### config.mk
export PLATFORM = sky130hd
export DESIGN_NAME = fb_writer_flat
export DESIGN_NICKNAME = d
export VERILOG_FILES = /design/src/rtl/fb_writer_if.sv /design/src/rtl/fb_writer.sv /design/src/flat_wrapper.sv
export SDC_FILE = /design/constraint.sdc
export NUM_CORES = 1
export LEC_CHECK = 0
export CAP_MARGIN = 0
export CORE_MARGIN = 2
export CORE_UTILIZATION = 42
export DETAILED_ROUTE_END_ITERATION = 7
export PLACE_DENSITY = 0.72
export SETUP_SLACK_MARGIN = 0.5
export SYNTH_ARGS = -nofsm -noshare
export SYNTH_HDL_FRONTEND = slang
export SYNTH_SLANG_ARGS = --single-unit
export TNS_END_PERCENT = 50
### constraint.sdc
create_clock -name clk -period 5.76 [get_ports clk]
set_input_delay 1.152 -clock clk [delete_from_list [all_inputs] [get_ports clk]]
set_output_delay 1.152 -clock clk [all_outputs]
set_load 0.03 [all_outputs]
### src/rtl/fb_writer_if.sv
// Pixel stream and memory write-port signals of the frame-buffer writer.
// Handshakes: pixel word moves when pixvalid && pixready; request moves when memreq && memready.
interface fb_writer_if;
  logic [31:0] pixdata;
  logic        pixvalid;
  logic        pixready;
  logic [22:0] memaddr;
  logic [31:0] memwdata;
  logic [1:0]  memlen;
  logic        memwr;
  logic        memreq;
  logic        memready;
  logic        memack;

  modport master (
    input  pixdata, pixvalid, memready, memack,
    output pixready, memaddr, memwdata, memlen, memwr, memreq
  );

  modport slave (
    output pixdata, pixvalid, memready, memack,
    input  pixready, memaddr, memwdata, memlen, memwr, memreq
  );
endinterface

### src/rtl/fb_writer.sv
// Frame-buffer writer: buffers incoming pixel words and writes them out as
// bursts of up to four words, line by line, at base + line*stride.
module fb_writer #(
  parameter int DEPTH = 16
) (
  input  logic        clk,
  input  logic        rst,
  input  logic        start,
  input  logic [22:0] base,
  input  logic [22:0] stride,
  input  logic [8:0]  hwords,
  input  logic [11:0] vlines,
  output logic        busy,
  output logic        done,
  output logic [2:0]  dbg_state,
  fb_writer_if.master bus
);
  localparam int AW = $clog2(DEPTH);

  typedef enum logic [2:0] {S_IDLE, S_WAIT, S_REQ, S_DATA, S_DONE} state_t;

  state_t      state_q, state_d;
  logic [22:0] stride_q, stride_d;
  logic [8:0]  hwords_q, hwords_d;
  logic [22:0] lineaddr_q, lineaddr_d;
  logic [22:0] addr_q, addr_d;
  logic [8:0]  wordsleft_q, wordsleft_d;
  logic [11:0] lines_q, lines_d;
  logic [2:0]  k_q, k_d;

  logic [31:0]   fifo_mem [DEPTH];
  logic [AW-1:0] wr_ptr_q, wr_ptr_d, rd_ptr_q, rd_ptr_d;
  logic [AW:0]   count_q, count_d;

  logic       push, pop, flush, fifo_full;
  logic [2:0] burst_n;

  assign burst_n   = (wordsleft_q >= 9'd4) ? 3'd4 : wordsleft_q[2:0];
  assign fifo_full = (count_q == (AW+1)'(DEPTH));
  assign busy      = (state_q == S_WAIT) || (state_q == S_REQ) || (state_q == S_DATA);
  assign done      = (state_q == S_DONE);
  assign dbg_state = state_q;

  assign bus.pixready = busy && !fifo_full;
  assign push         = bus.pixvalid && bus.pixready;
  assign bus.memreq   = (state_q == S_REQ);
  assign bus.memlen   = bus.memreq ? 2'(burst_n - 3'd1) : 2'd0;
  assign bus.memaddr  = addr_q;
  // An empty FIFO presents zero so the data bus is clean after reset.
  assign bus.memwdata = (count_q != '0) ? fifo_mem[rd_ptr_q] : 32'd0;
  assign bus.memwr    = 1'b1;

  always_comb begin
    state_d     = state_q;
    stride_d    = stride_q;
    hwords_d    = hwords_q;
    lineaddr_d  = lineaddr_q;
    addr_d      = addr_q;
    wordsleft_d = wordsleft_q;
    lines_d     = lines_q;
    k_d         = k_q;
    pop         = 1'b0;
    flush       = 1'b0;
    case (state_q)
      S_IDLE: if (start) begin
        stride_d    = stride;
        hwords_d    = hwords;
        lineaddr_d  = base;
        addr_d      = base;
        wordsleft_d = hwords;
        lines_d     = vlines;
        flush       = 1'b1;
        state_d     = S_WAIT;
      end
      S_WAIT: if (count_q >= (AW+1)'(burst_n)) state_d = S_REQ;
      S_REQ: if (bus.memready) begin
        k_d     = 3'd0;
        state_d = S_DATA;
      end
      S_DATA: if (bus.memack) begin
        // The first ack of a burst only opens it; acks 2..n+1 consume words.
        k_d = k_q + 3'd1;
        pop = (k_q != 3'd0);
        if (k_q == burst_n) begin
          if (wordsleft_q == 9'(burst_n)) begin
            lineaddr_d  = lineaddr_q + stride_q;
            addr_d      = lineaddr_q + stride_q;
            wordsleft_d = hwords_q;
            lines_d     = lines_q - 12'd1;
            state_d     = (lines_q == 12'd1) ? S_DONE : S_WAIT;
          end else begin
            addr_d      = addr_q + 23'(burst_n);
            wordsleft_d = wordsleft_q - 9'(burst_n);
            state_d     = S_WAIT;
          end
        end
      end
      S_DONE:  state_d = S_IDLE;
      default: state_d = S_IDLE;
    endcase
  end

  always_comb begin
    wr_ptr_d = wr_ptr_q + AW'(push);
    rd_ptr_d = rd_ptr_q + AW'(pop);
    count_d  = count_q + (AW+1)'(push) - (AW+1)'(pop);
    if (flush) begin
      wr_ptr_d = '0;
      rd_ptr_d = '0;
      count_d  = '0;
    end
  end

  always_ff @(posedge clk) begin
    if (push) fifo_mem[wr_ptr_q] <= bus.pixdata;
  end

  always_ff @(posedge clk or posedge rst) begin
    if (rst) begin
      state_q     <= S_IDLE;
      stride_q    <= '0;
      hwords_q    <= '0;
      lineaddr_q  <= '0;
      addr_q      <= '0;
      wordsleft_q <= '0;
      lines_q     <= '0;
      k_q         <= '0;
      wr_ptr_q    <= '0;
      rd_ptr_q    <= '0;
      count_q     <= '0;
    end else begin
      state_q     <= state_d;
      stride_q    <= stride_d;
      hwords_q    <= hwords_d;
      lineaddr_q  <= lineaddr_d;
      addr_q      <= addr_d;
      wordsleft_q <= wordsleft_d;
      lines_q     <= lines_d;
      k_q         <= k_d;
      wr_ptr_q    <= wr_ptr_d;
      rd_ptr_q    <= rd_ptr_d;
      count_q     <= count_d;
    end
  end
endmodule

### src/flat_wrapper.sv
// flat-port wrapper written by rule: the top's interface ports become plain ports
module fb_writer_flat 
#(
  parameter int DEPTH = 16
)
  (clk, rst, start, base, stride, hwords, vlines, busy, done, dbg_state, bus_pixdata, bus_pixvalid, bus_memready, bus_memack, bus_pixready, bus_memaddr, bus_memwdata, bus_memlen, bus_memwr, bus_memreq);
  fb_writer_if bus_i ();
  input  logic clk;
  input  logic rst;
  input  logic start;
  input  logic [22:0] base;
  input  logic [22:0] stride;
  input  logic [8:0] hwords;
  input  logic [11:0] vlines;
  output logic busy;
  output logic done;
  output logic [2:0] dbg_state;
  input wire logic [$bits(bus_i.pixdata)-1:0] bus_pixdata;
  input wire logic [$bits(bus_i.pixvalid)-1:0] bus_pixvalid;
  input wire logic [$bits(bus_i.memready)-1:0] bus_memready;
  input wire logic [$bits(bus_i.memack)-1:0] bus_memack;
  output wire logic [$bits(bus_i.pixready)-1:0] bus_pixready;
  output wire logic [$bits(bus_i.memaddr)-1:0] bus_memaddr;
  output wire logic [$bits(bus_i.memwdata)-1:0] bus_memwdata;
  output wire logic [$bits(bus_i.memlen)-1:0] bus_memlen;
  output wire logic [$bits(bus_i.memwr)-1:0] bus_memwr;
  output wire logic [$bits(bus_i.memreq)-1:0] bus_memreq;
  assign bus_i.pixdata = bus_pixdata;
  assign bus_i.pixvalid = bus_pixvalid;
  assign bus_i.memready = bus_memready;
  assign bus_i.memack = bus_memack;
  assign bus_pixready = bus_i.pixready;
  assign bus_memaddr = bus_i.memaddr;
  assign bus_memwdata = bus_i.memwdata;
  assign bus_memlen = bus_i.memlen;
  assign bus_memwr = bus_i.memwr;
  assign bus_memreq = bus_i.memreq;
  fb_writer #(.DEPTH(DEPTH)) u_core (.clk(clk), .rst(rst), .start(start), .base(base), .stride(stride), .hwords(hwords), .vlines(vlines), .busy(busy), .done(done), .dbg_state(dbg_state), .bus(bus_i));
endmodule
==> results of run 1 <==
## report_power, final
group,switching (µW),internal [µW],leakage (µW)
Combinational,3920,3100,0.00408
Clock,1840,2620,0.00111
Sequential,713,5680,0.00609
## through the flow
stage	utilization [%]	cell area [µm²]
5_1_grt	50.4	32500
4_1_cts	50.4	32500
3_3_place_gp	46.8	30200
6_report	50.4	32500
3_5_place_dp	46.8	30200
2_1_floorplan	-	27400
## logic make-up (layout without fill, tap and decap cells)
| family | Yosys count | in the layout | synth area share, % |
|---|---|---|---|
| AO/OA/AOI/OAI | 259 | 259 | 6.09 |
| adder cells (fa/ha/maj) | 47 | 47 | 2.23 |
| other | 1 | 3 | 0.0137 |
| multiplexers | 170 | 170 | 13.5 |
| flip-flops | 630 | 630 | 66.9 |
| buffers and inverters | 124 | 353 | 2.10 |
| AND/OR/NAND/NOR | 465 | 465 | 7.99 |
| XOR/XNOR | 37 | 37 | 1.18 |
## sequential cells by signal, summed over array words and instances, names as in the netlist
name / cells
u_core.wordsleft_q: 9
u_core.rd_ptr_q: 4
u_core.stride_q: 23
u_core.hwords_q: 9
u_core.lines_q: 12
u_core.dbg_state: 3
u_core.wr_ptr_q: 4
u_core.fifo_mem: 512
u_core.k_q: 3
u_core.bus.memaddr: 23
u_core.lineaddr_q: 23
u_core.count_q: 5
## synth_stat cells, types with 3 or more instances
| library cell | count |
|---|---|
| ha_1 | 44 |
| nor2_1 | 91 |
| o21ai_1 | 4 |
| a211oi_1 | 4 |
| edfxtp_1 | 512 |
| a221oi_1 | 3 |
| mux4_2 | 160 |
| nand2b_1 | 7 |
| xnor2_1 | 17 |
| a22oi_1 | 6 |
| clkbuf_8 | 5 |
| buf_1 | 9 |
| a31oi_1 | 15 |
| and2_1 | 9 |
| nor4b_1 | 4 |
| a21o_1 | 10 |
| a221o_1 | 4 |
| o21ai_0 | 68 |
| a311oi_1 | 6 |
| dfrtp_1 | 118 |
| o221ai_1 | 3 |
| xor2_1 | 20 |
| o211ai_1 | 13 |
| o22a_1 | 4 |
| nor3_1 | 34 |
| nand4_1 | 7 |
| o21bai_1 | 3 |
| o21a_1 | 5 |
| or3_1 | 10 |
| o31ai_1 | 4 |
| clkbuf_1 | 59 |
| a211o_1 | 6 |
| nor4_1 | 5 |
| buf_2 | 16 |
| nand2_1 | 194 |
| nor2b_1 | 36 |
| nand3_1 | 35 |
| a21oi_1 | 73 |
| and3_1 | 15 |
| fa_1 | 3 |
| inv_1 | 31 |
| mux2i_1 | 8 |
## final timing paths
check / start / to / slack, ns / cells past startpoint
max: u_core.rd_ptr_q[0] / bus_memwdata[18] / 0.81 / 5
min: u_core.hwords_q[6] / u_core.hwords_q[6] / 0.48 / 2
max reg2reg: u_core.wordsleft_q[3] / u_core.bus.memaddr[22] / 1.94 / 11
min reg2reg: u_core.hwords_q[6] / u_core.hwords_q[6] / 0.48 / 2
max in group asynchronous: rst / u_core.bus.memaddr[3] / 3.74 / 3
min in group asynchronous: rst / u_core.wr_ptr_q[2] / 0.94 / 2
## metal layers
layer	vias up	track usage [%]	routed length [µm]
li1	7111	-	-
met3	131	3.70	5280
met2	796	34.7	34700
met4	8	6.39	1850
met1	8515	27.3	27300
met5	-	0	57
## final cells by class
| type | instances | area, µm² |
|---|---|---|
| fillers | 5191 | 32000 |
| flip-flops and latches | 630 | 18300 |
| multi-input cells | 980 | 8620 |
| repair buffers | 205 | 2020 |
| clock buffers | 80 | 1760 |
| well taps | 855 | 1070 |
| clock inverters | 37 | 537 |
| inverters | 31 | 119 |
| diodes | 1 | 2.50 |
## tightest hold or removal path, stage by stage, from the launching register on
cell,delay (ns)
dfrtp_1,0.34
nand2_1,0.05
nand2_1,0.05
==> impl_metrics.env, run 1 <==
export IMPL_post_route_min_period_ns=4.95
export IMPL_setup_tns_final_ns=0
export IMPL_cp_top_family="buffers and inverters"
export IMPL_worst_slew_pin_slew_ns=1.14
export IMPL_wl_mm=69.2
export IMPL_cts_setup_buffers=0
export IMPL_grt_usage_pct=20.6
export IMPL_cp_common_cell="mux4_2"
export IMPL_syn_area_um2=27400
export IMPL_synthDistinctLibCells=84
export IMPL_max_freq_mhz=202
export IMPL_antenna_found_initial=5
export IMPL_cp_slowest_cell="dfrtp_4"
export IMPL_numPortBuffers=168
export IMPL_max_stage_delay_ns=0.79
export IMPL_end_kind="primary output"
export IMPL_slew_headroom_pct=24.0
export IMPL_worst_slack_ns=0.807
export IMPL_core_area_um2=64500
export IMPL_htree_levels=3
export IMPL_dp_hpwl_mm=40.6
export IMPL_setup_viol=0
export IMPL_die_height_um=259
export IMPL_cp_cell_sequence="buf_4 -> mux4_2 -> mux4_2 -> nor2b_1 -> clkdlybuf4s50_1"
export IMPL_crit_path_start_kind="flop"
export IMPL_synth_area_top_cells="edfxtp_1 (56%), mux4_2 (13%), dfrtp_1 (11%)"
export IMPL_timing_final_crit_share_pct=86.0
export IMPL_synthArstFlopShare_pct=18.7
export IMPL_cts_hold_buf=0
export IMPL_crit_arrival_ns=3.80
export IMPL_hold_class="reg -> reg"
export IMPL_crit_buf_inv=2
export IMPL_finClkSkew_ns=0.0503
export IMPL_fin_nets=2066
export IMPL_cts_buffers=66
export IMPL_cts_resized=0
export IMPL_avgSynthCellArea_um2=15.8
export IMPL_fp_dieW_um=259
export IMPL_cp_required_ns=4.61
export IMPL_root_buffer="clkbuf_16"
export IMPL_overflow=0
export IMPL_drtPass1Iterations=5
export IMPL_yosys_warnings=0
export IMPL_syn_inst=1733
export IMPL_final_layout_size_suffix_gt1_share_pct=17.5
export IMPL_holdWs_ns=0.476
export IMPL_ant_nets=0
export IMPL_syn_to_final_growth_pct=18.5
export IMPL_grt_max_degree=71
export IMPL_synth_top_area_share_pct=56.1
export IMPL_hold_viol=0
export IMPL_ys_flop_type="edfxtp_1"
export IMPL_synth_top_area_cell="edfxtp_1"
export IMPL_ys_seq_area_share_pct=66.9
export IMPL_initialDrtViolationCount=1906
export IMPL_cp_max_fo=27
export IMPL_wl_per_cell_um=24.5
export IMPL_die_area_um2=67300
export IMPL_vias_per_cell=5.87
export IMPL_start_util_pct=42.5
export IMPL_ys_ff_latch=630
export IMPL_synth_edf_count=512
export IMPL_status="complete, no violations"
export IMPL_cts_tree="yes"
export IMPL_vdd_ir_drop_max_mv=0.420
export IMPL_clock_latency_ns=0.62
export IMPL_maxSlewViolCount=0
export IMPL_final_instance_count_excl_fill=2819
export IMPL_clock_sinks=630
export IMPL_power_density_nw_per_um2=551
export IMPL_placed_cells_incl_taps=2701
export IMPL_io_pins=170
export IMPL_dp_worst_setup_slack_ns=1.39
export IMPL_mostFrequentLayoutCells="edfxtp_1 (512), nand2_1 (194), clkdlybuf4s50_1 (168), mux4_2 (160), dfrtp_1 (114)"
export IMPL_total_leakage_power_uw=0.0113
export IMPL_grt_pass1_wl_mm=104
export IMPL_clk_pin_slew_ns=0.06
export IMPL_max_cap_violations=0
export IMPL_num_vias=16600
export IMPL_place_congestion=0.931
export IMPL_grt_setup_unrepaired="no"
export IMPL_layout_commonest_cell="edfxtp_1"
export IMPL_total_power_uw=17900
export IMPL_drc=0
export IMPL_crit_type="reg -> out"
export IMPL_rows=93
export IMPL_clockBufferDepth=3
export IMPL_first_global_vias=16700
No activity file was read; power rests on OpenSTA's default activity.
==> run 2, diff against run 1 <==
Settings changed: CAP_MARGIN 0 to unset, SLEW_MARGIN set to 20.
==> results of run 2 <==
The final DEF is identical to that of run 1; final timing and power are the same.
